===== src/rtl/logic_unit_mt.sv =====
// logic_unit_mt: per-thread logic result buffer.
// One pipeline register captures the issue; the next edge computes the bitwise
// result and writes {C,V,N,Z,result} into a small result RAM. Two independent
// read ports with write-first bypass and a per-entry valid bitmap.
module logic_unit_mt #(
   parameter int DATA_WIDTH  = 64,
   parameter int ADDRS_WIDTH = 4
) (
   input  logic                    CLK,
   input  logic                    RESET,
   input  logic                    wren,
   input  logic [ADDRS_WIDTH-1:0]  wraddrs,
   input  logic [2:0]              opsel,
   input  logic [DATA_WIDTH-1:0]   oprndA,
   input  logic [DATA_WIDTH-1:0]   oprndB,
   input  logic                    C,
   input  logic                    V,
   input  logic                    rdenA,
   input  logic                    rdenB,
   input  logic [ADDRS_WIDTH-1:0]  rdaddrsA,
   input  logic [ADDRS_WIDTH-1:0]  rdaddrsB,
   output logic [DATA_WIDTH+3:0]   rddataA,
   output logic [DATA_WIDTH+3:0]   rddataB,
   output logic                    ready
);

   localparam int DEPTH = 2 ** ADDRS_WIDTH;
   localparam int WW    = DATA_WIDTH + 4;

   // Bitwise operation selected by the 3-bit opcode.
   function automatic logic [DATA_WIDTH-1:0] logic_op(
      input logic [2:0]            op,
      input logic [DATA_WIDTH-1:0] a,
      input logic [DATA_WIDTH-1:0] b
   );
      logic [DATA_WIDTH-1:0] r;
      case (op)
         3'b000:  r = a & b;
         3'b001:  r = a | b;
         3'b010:  r = a ^ b;
         3'b011:  r = ~(a & b);
         3'b100:  r = ~(a | b);
         3'b101:  r = ~(a ^ b);
         3'b110:  r = a & ~b;
         3'b111:  r = a;
         default: r = a;
      endcase
      return r;
   endfunction

   // Stage-1 issue registers
   logic                    s1_vld_q;
   logic [2:0]              s1_op_q;
   logic [DATA_WIDTH-1:0]   s1_a_q;
   logic [DATA_WIDTH-1:0]   s1_b_q;
   logic                    s1_c_q;
   logic                    s1_v_q;
   logic [ADDRS_WIDTH-1:0]  s1_addr_q;

   // Result storage
   logic [WW-1:0]           ram_q [DEPTH];
   logic [DEPTH-1:0]        valid_q;

   // Write word and read-port next state
   logic [DATA_WIDTH-1:0]   res_s;
   logic [WW-1:0]           wr_word_s;
   logic [WW-1:0]           rd_a_d, rd_a_q;
   logic [WW-1:0]           rd_b_d, rd_b_q;
   logic                    ready_q;

   // Capture operands on issue; an idle cycle retires the stage-1 slot.
   always_ff @(posedge CLK or posedge RESET) begin
      if (RESET) begin
         s1_vld_q  <= 1'b0;
         s1_op_q   <= 3'b000;
         s1_a_q    <= '0;
         s1_b_q    <= '0;
         s1_c_q    <= 1'b0;
         s1_v_q    <= 1'b0;
         s1_addr_q <= '0;
      end else if (wren) begin
         s1_vld_q  <= 1'b1;
         s1_op_q   <= opsel;
         s1_a_q    <= oprndA;
         s1_b_q    <= oprndB;
         s1_c_q    <= C;
         s1_v_q    <= V;
         s1_addr_q <= wraddrs;
      end else begin
         s1_vld_q  <= 1'b0;
      end
   end

   // Stage-2 result word: flags captured at issue plus N/Z derived from the result.
   always_comb begin
      res_s     = logic_op(s1_op_q, s1_a_q, s1_b_q);
      wr_word_s = {s1_c_q, s1_v_q, res_s[DATA_WIDTH-1], ~|res_s, res_s};
   end

   // Result RAM write; contents are masked by the valid bitmap so no reset is needed.
   always_ff @(posedge CLK) begin
      if (s1_vld_q) begin
         ram_q[s1_addr_q] <= wr_word_s;
      end
   end

   // Valid bitmap: set on write, cleared only by reset (which also drops an in-flight issue).
   always_ff @(posedge CLK or posedge RESET) begin
      if (RESET) begin
         valid_q <= '0;
      end else if (s1_vld_q) begin
         valid_q[s1_addr_q] <= 1'b1;
      end
   end

   // Read-port next state: bypass the word being written, else RAM if valid, else zero; hold when idle.
   always_comb begin
      rd_a_d = rd_a_q;
      rd_b_d = rd_b_q;
      if (rdenA) begin
         if (s1_vld_q && (rdaddrsA == s1_addr_q)) begin
            rd_a_d = wr_word_s;
         end else if (valid_q[rdaddrsA]) begin
            rd_a_d = ram_q[rdaddrsA];
         end else begin
            rd_a_d = '0;
         end
      end else begin
         rd_a_d = rd_a_q;
      end
      if (rdenB) begin
         if (s1_vld_q && (rdaddrsB == s1_addr_q)) begin
            rd_b_d = wr_word_s;
         end else if (valid_q[rdaddrsB]) begin
            rd_b_d = ram_q[rdaddrsB];
         end else begin
            rd_b_d = '0;
         end
      end else begin
         rd_b_d = rd_b_q;
      end
   end

   // Registered read data and the issue/read collision indicator.
   always_ff @(posedge CLK or posedge RESET) begin
      if (RESET) begin
         rd_a_q  <= '0;
         rd_b_q  <= '0;
         ready_q <= 1'b1;
      end else begin
         rd_a_q  <= rd_a_d;
         rd_b_q  <= rd_b_d;
         ready_q <= !(wren && (rdenA || rdenB));
      end
   end

   assign rddataA = rd_a_q;
   assign rddataB = rd_b_q;
   assign ready   = ready_q;

endmodule


===== config.mk =====
export PLATFORM = sky130hd
export DESIGN_NAME = logic_unit_mt
export DESIGN_NICKNAME = d
export VERILOG_FILES = /design/src/rtl/logic_unit_mt.sv
export SDC_FILE = /design/constraint.sdc
export NUM_CORES = 2
export LEC_CHECK = 0
export BUFFER_PORTS_ARGS = -buffer_cell sky130_fd_sc_hd__buf_2
export CAP_MARGIN = 20
export CELL_PAD_IN_SITES_DETAIL_PLACEMENT = 1
export CELL_PAD_IN_SITES_GLOBAL_PLACEMENT = 1
export CORE_UTILIZATION = 40
export CTS_CLUSTER_SIZE = 10
export DETAILED_ROUTE_END_ITERATION = 12
export PLACE_DENSITY_LB_ADDON = 0.1
export SLEW_MARGIN = 20
export SYNTH_ARGS = -nofsm -noshare
export SYNTH_HDL_FRONTEND = slang
export SYNTH_SLANG_ARGS = --single-unit

===== constraint.sdc =====
create_clock -name CLK -period 17.8 [get_ports CLK]
set_input_delay 3.56 -clock CLK [delete_from_list [all_inputs] [get_ports CLK]]
set_output_delay 3.56 -clock CLK [all_outputs]
set_load 0.02 [all_outputs]

==> impl_metrics.yaml <==
global_route:
  grt_max_degree: 168
  grt_pass1_wl_um: 311000
  grt-ovfl-total: 0
  met2_usage_pct: 42.2
  grt.total_usage_pct: 25.5
  grt_use_met1_pct: 35.5
  busiest_layer: "met2"
  antenna_found_initial: 15
  grt_pass1_vias: 43300
  met3_usage_pct: 3.89
flow_run:
  cap_viol_max_count: 0
worst_hold_path:
  hp-class: "flip-flop to flip-flop"
  min_path_cells: 1
  min_from: "valid_q[11]"
  holdPathEnd: "valid_q[11]"
setup_path:
  timing.rr.start: "s1_op_q[2]"
  r2r_end: "ram_q[4][64]"
  end_kind: "flip-flop"
  crit_fanout: 120
  critPathKind: "input pin to flip-flop"
  reg2reg_slack_ps: 11950
  crit_arrival_ps: 7560
  crit_path_start_kind: "input pin"
  r2r_cells: 10
  cp.required_ps: 18460
  critPathMaxStageDelay_ps: 740
  slowest_stage: "buf_4"
  cp_cell_sequence: "buf_8 > buf_12 > buf_4 > buf_4 > mux4_2 > mux4_2 > nor3b_1 > a21oi_1 > a21oi_1"
drt:
  drc: 0
  ant_nets: 0
  vias_per_cell: 6.06
  drt_iter0_drc: 3736
  via_count: 41000
  wl_per_cell_um: 31.7
  drt_pass1_iterations: 5
  wirelength_um: 214000
logic_synthesis:
  ys.flop_type: "edfxtp_1"
  yosys.area_share.simple_pct: 5.26
  yosysWarnings: 0
  syn_inst: 4218
  synth-adder-area-share_pct: 3.54
  yosysSeqAreaShare_pct: 58.2
  synth_xor_area_share_pct: 0.103
  synth.distinct_cells: 64
  synth_edf_count: 1072
  syn-cell-area_sq_mm: 0.0678
  muxShareOfSynthArea_pct: 23.6
  synth_area_per_cell_sq_um: 16.1
  synth_top_family_by_area: "multiplexers"
  synth-seq-cells: 1361
  synth_compound_area_share_pct: 6.32
  async_flop_share_pct: 21.2
  syn_nets: 4560
layout:
  layout_common_cells: "edfxtp_1, mux4_2, a21oi_1"
  finalNetCount: 4769
  final_common_cell: "edfxtp_1"
  drive_gt1_share_pct: 29.9
  nFillCells: 16300
  syn_to_final_growth_pct: 13.2
timing:
  min_period_ps: 6900
  layout_setup_ws_ps: 10900
  setup_tns_ps: 0
  rsz0062_at_grt: "false"
  slew_viol_final: 0
  max_freq_ghz: 0.145
  worst_pin_slew_ps: 1180
  max_slew_margin_pct: 21.2
  setup-violations-final: 0
  finalHoldViolations: 0
  skew_ps: 30.7
  finalCritPeriodShare_pct: 38.8
pwr:
  power_frac_seq_pct: 45.4
  internal_power_w: 0.00610
  combPwrFrac_pct: 17.7
  leakage_nw: 26.5
  peakVddDrop_mv: 0.115
  powerDensity_mw_per_mm2: 112
  switching_share_pct: 29.0
  p_clk_share_pct: 36.9
  p_sw_w: 0.00249
clock_tree:
  cts-root-buf: "clkbuf_16"
  ctsResizeCount: 0
  cts_max_path_buffers: 3
  cts.sinks: 1361
  cts_inserted_buffers: 163
  post_cts_buffers: 0
  insertion_delay_ps: 830
  htree_levels: 4
  cts_hold_buf: 0
  cts_tree: "built"
  path_clk_slew_ps: 50
placement:
  routabilityCongestion: 0.756
  portBuffers: 286
  dp.final_hpwl_um: 125000
  dp_slack_ps: 10000
die:
  initial_core_util_pct: 40.4
  die_height_um: 414
  fp-row-count: 150
  die_w_um: 414
  coreArea_sq_mm: 0.168
  pin_count: 287
  dieArea_sq_mm: 0.171
status:
  status: "finished, final reports clean"
-- cell usage after synthesis, types with 4 or more instances --
master	number	area [sq um]
dfrtp_1	288	7210
o221ai_1	35	307
nor4_1	7	43.8
o21ai_0	181	906
o211ai_1	41	308
edfxtp_1	1072	32200
mux2_2	21	236
mux2i_1	29	290
nor3_1	11	55.1
nand2_1	222	833
o22ai_1	10	62.6
nand2b_1	16	100
buf_2	98	490
o41a_1	23	259
xor2_1	6	52.6
and2_1	8	50.1
clkbuf_1	201	754
buf_4	7	52.6
o221a_2	10	113
o32ai_1	5	43.8
buf_1	40	150
a21oi_1	329	1650
a22oi_1	7	52.6
nor2b_1	46	288
a2bb2oi_1	4	35.0
inv_1	143	537
o2bb2ai_1	5	43.8
or4_1	13	97.6
nor4b_1	4	35.0
o21ai_1	4	20.0
a211oi_1	42	315
nand3_1	10	50.1
or3_1	5	31.3
ha_1	192	2400
or2_2	19	119
nor3b_1	132	991
mux4_2	687	15500
nor2_1	202	758
-- critical path, delay by kind of cell --
family          cells  cell delay, ps
mux                 2             880
simple gates        1             150
compound gates      2             250
buf+inv             4            2500
-- how the worst max path moves through the flow --
stage / startpoint / endpoint / cells after the start
final: rdaddrsA[1] / rddataA[16] / 9
after detailed placement: rdaddrsA[1] / rddataA[25] / 9
after global routing: rdaddrsA[1] / rddataA[17] / 9
after CTS: rdaddrsA[1] / rddataA[16] / 9
after global placement: rdaddrsA[1] / rddataA[25] / 9
after floorplan: RESET / rddataA[0] / 1
-- registers in the layout (all words and copies together), names as in the netlist --
register,cells
ram_q,1072
rddataA,67
rddataB,67
ready,1
s1_a_q,64
s1_addr_q,4
s1_b_q,64
s1_c_q,1
s1_op_q,3
s1_v_q,1
s1_vld_q,1
valid_q,16
-- per-stage QoR --
step	area (sq um)	utilization (%)	hold slack, ps	power, W	cells
2_1_floorplan	67800	-	452	0.00484	4218
3_3_place_gp	71700	42.7	473	0.00547	6463
3_5_place_dp	71700	42.8	481	0.00549	6465
4_1_cts	76700	45.7	494	0.00868	6765
5_1_grt	76700	45.7	513	0.00892	6766
6_report	76800	45.7	491	0.00859	6768
-- power by group through the flow --
stage	Combinational [W]	Clock [W]	Sequential, W
finish	0.00152	0.00317	0.00390
global route	0.00164	0.00336	0.00392
CTS	0.00153	0.00324	0.00390
detailed placement	0.00153	0	0.00396
global placement	0.00151	0	0.00396
floorplan	0.000863	0	0.00398
-- cell type report --
cell class / count / area, sq um / share of cell area (%)
inverter: 145 / 552 / 0.719
multi-input combinational: 2364 / 26600 / 34.6
timing repair buffer: 392 / 2450 / 3.20
antenna: 2 / 5.00 / 0.00652
tap: 2204 / 2760 / 3.59
clock inverter: 34 / 428 / 0.558
sequential: 1361 / 39400 / 51.4
clock buffer: 266 / 4570 / 5.95
-- metal layers --
layer  share of wire (%)  vias up  routed length, um
met4                 1.9        6               4070
met2                  49     1332             106000
li1                    -    17300                  -
met3                 5.9      251              12600
met5               0.017        -                 36
met1                  43    22100              92000
-- kinds of logic (layout without fill, tap and decap cells) --
group           Yosys count  count (layout)
fa+ha+maj               192             192
other cells               0               2
flops                  1361            1361
xor+xnor                  8               8
simple gates            709             709
buf+inv                 493             837
mux                     739             739
compound gates          716             716
Note: power is estimated with default switching activity, not from simulation.
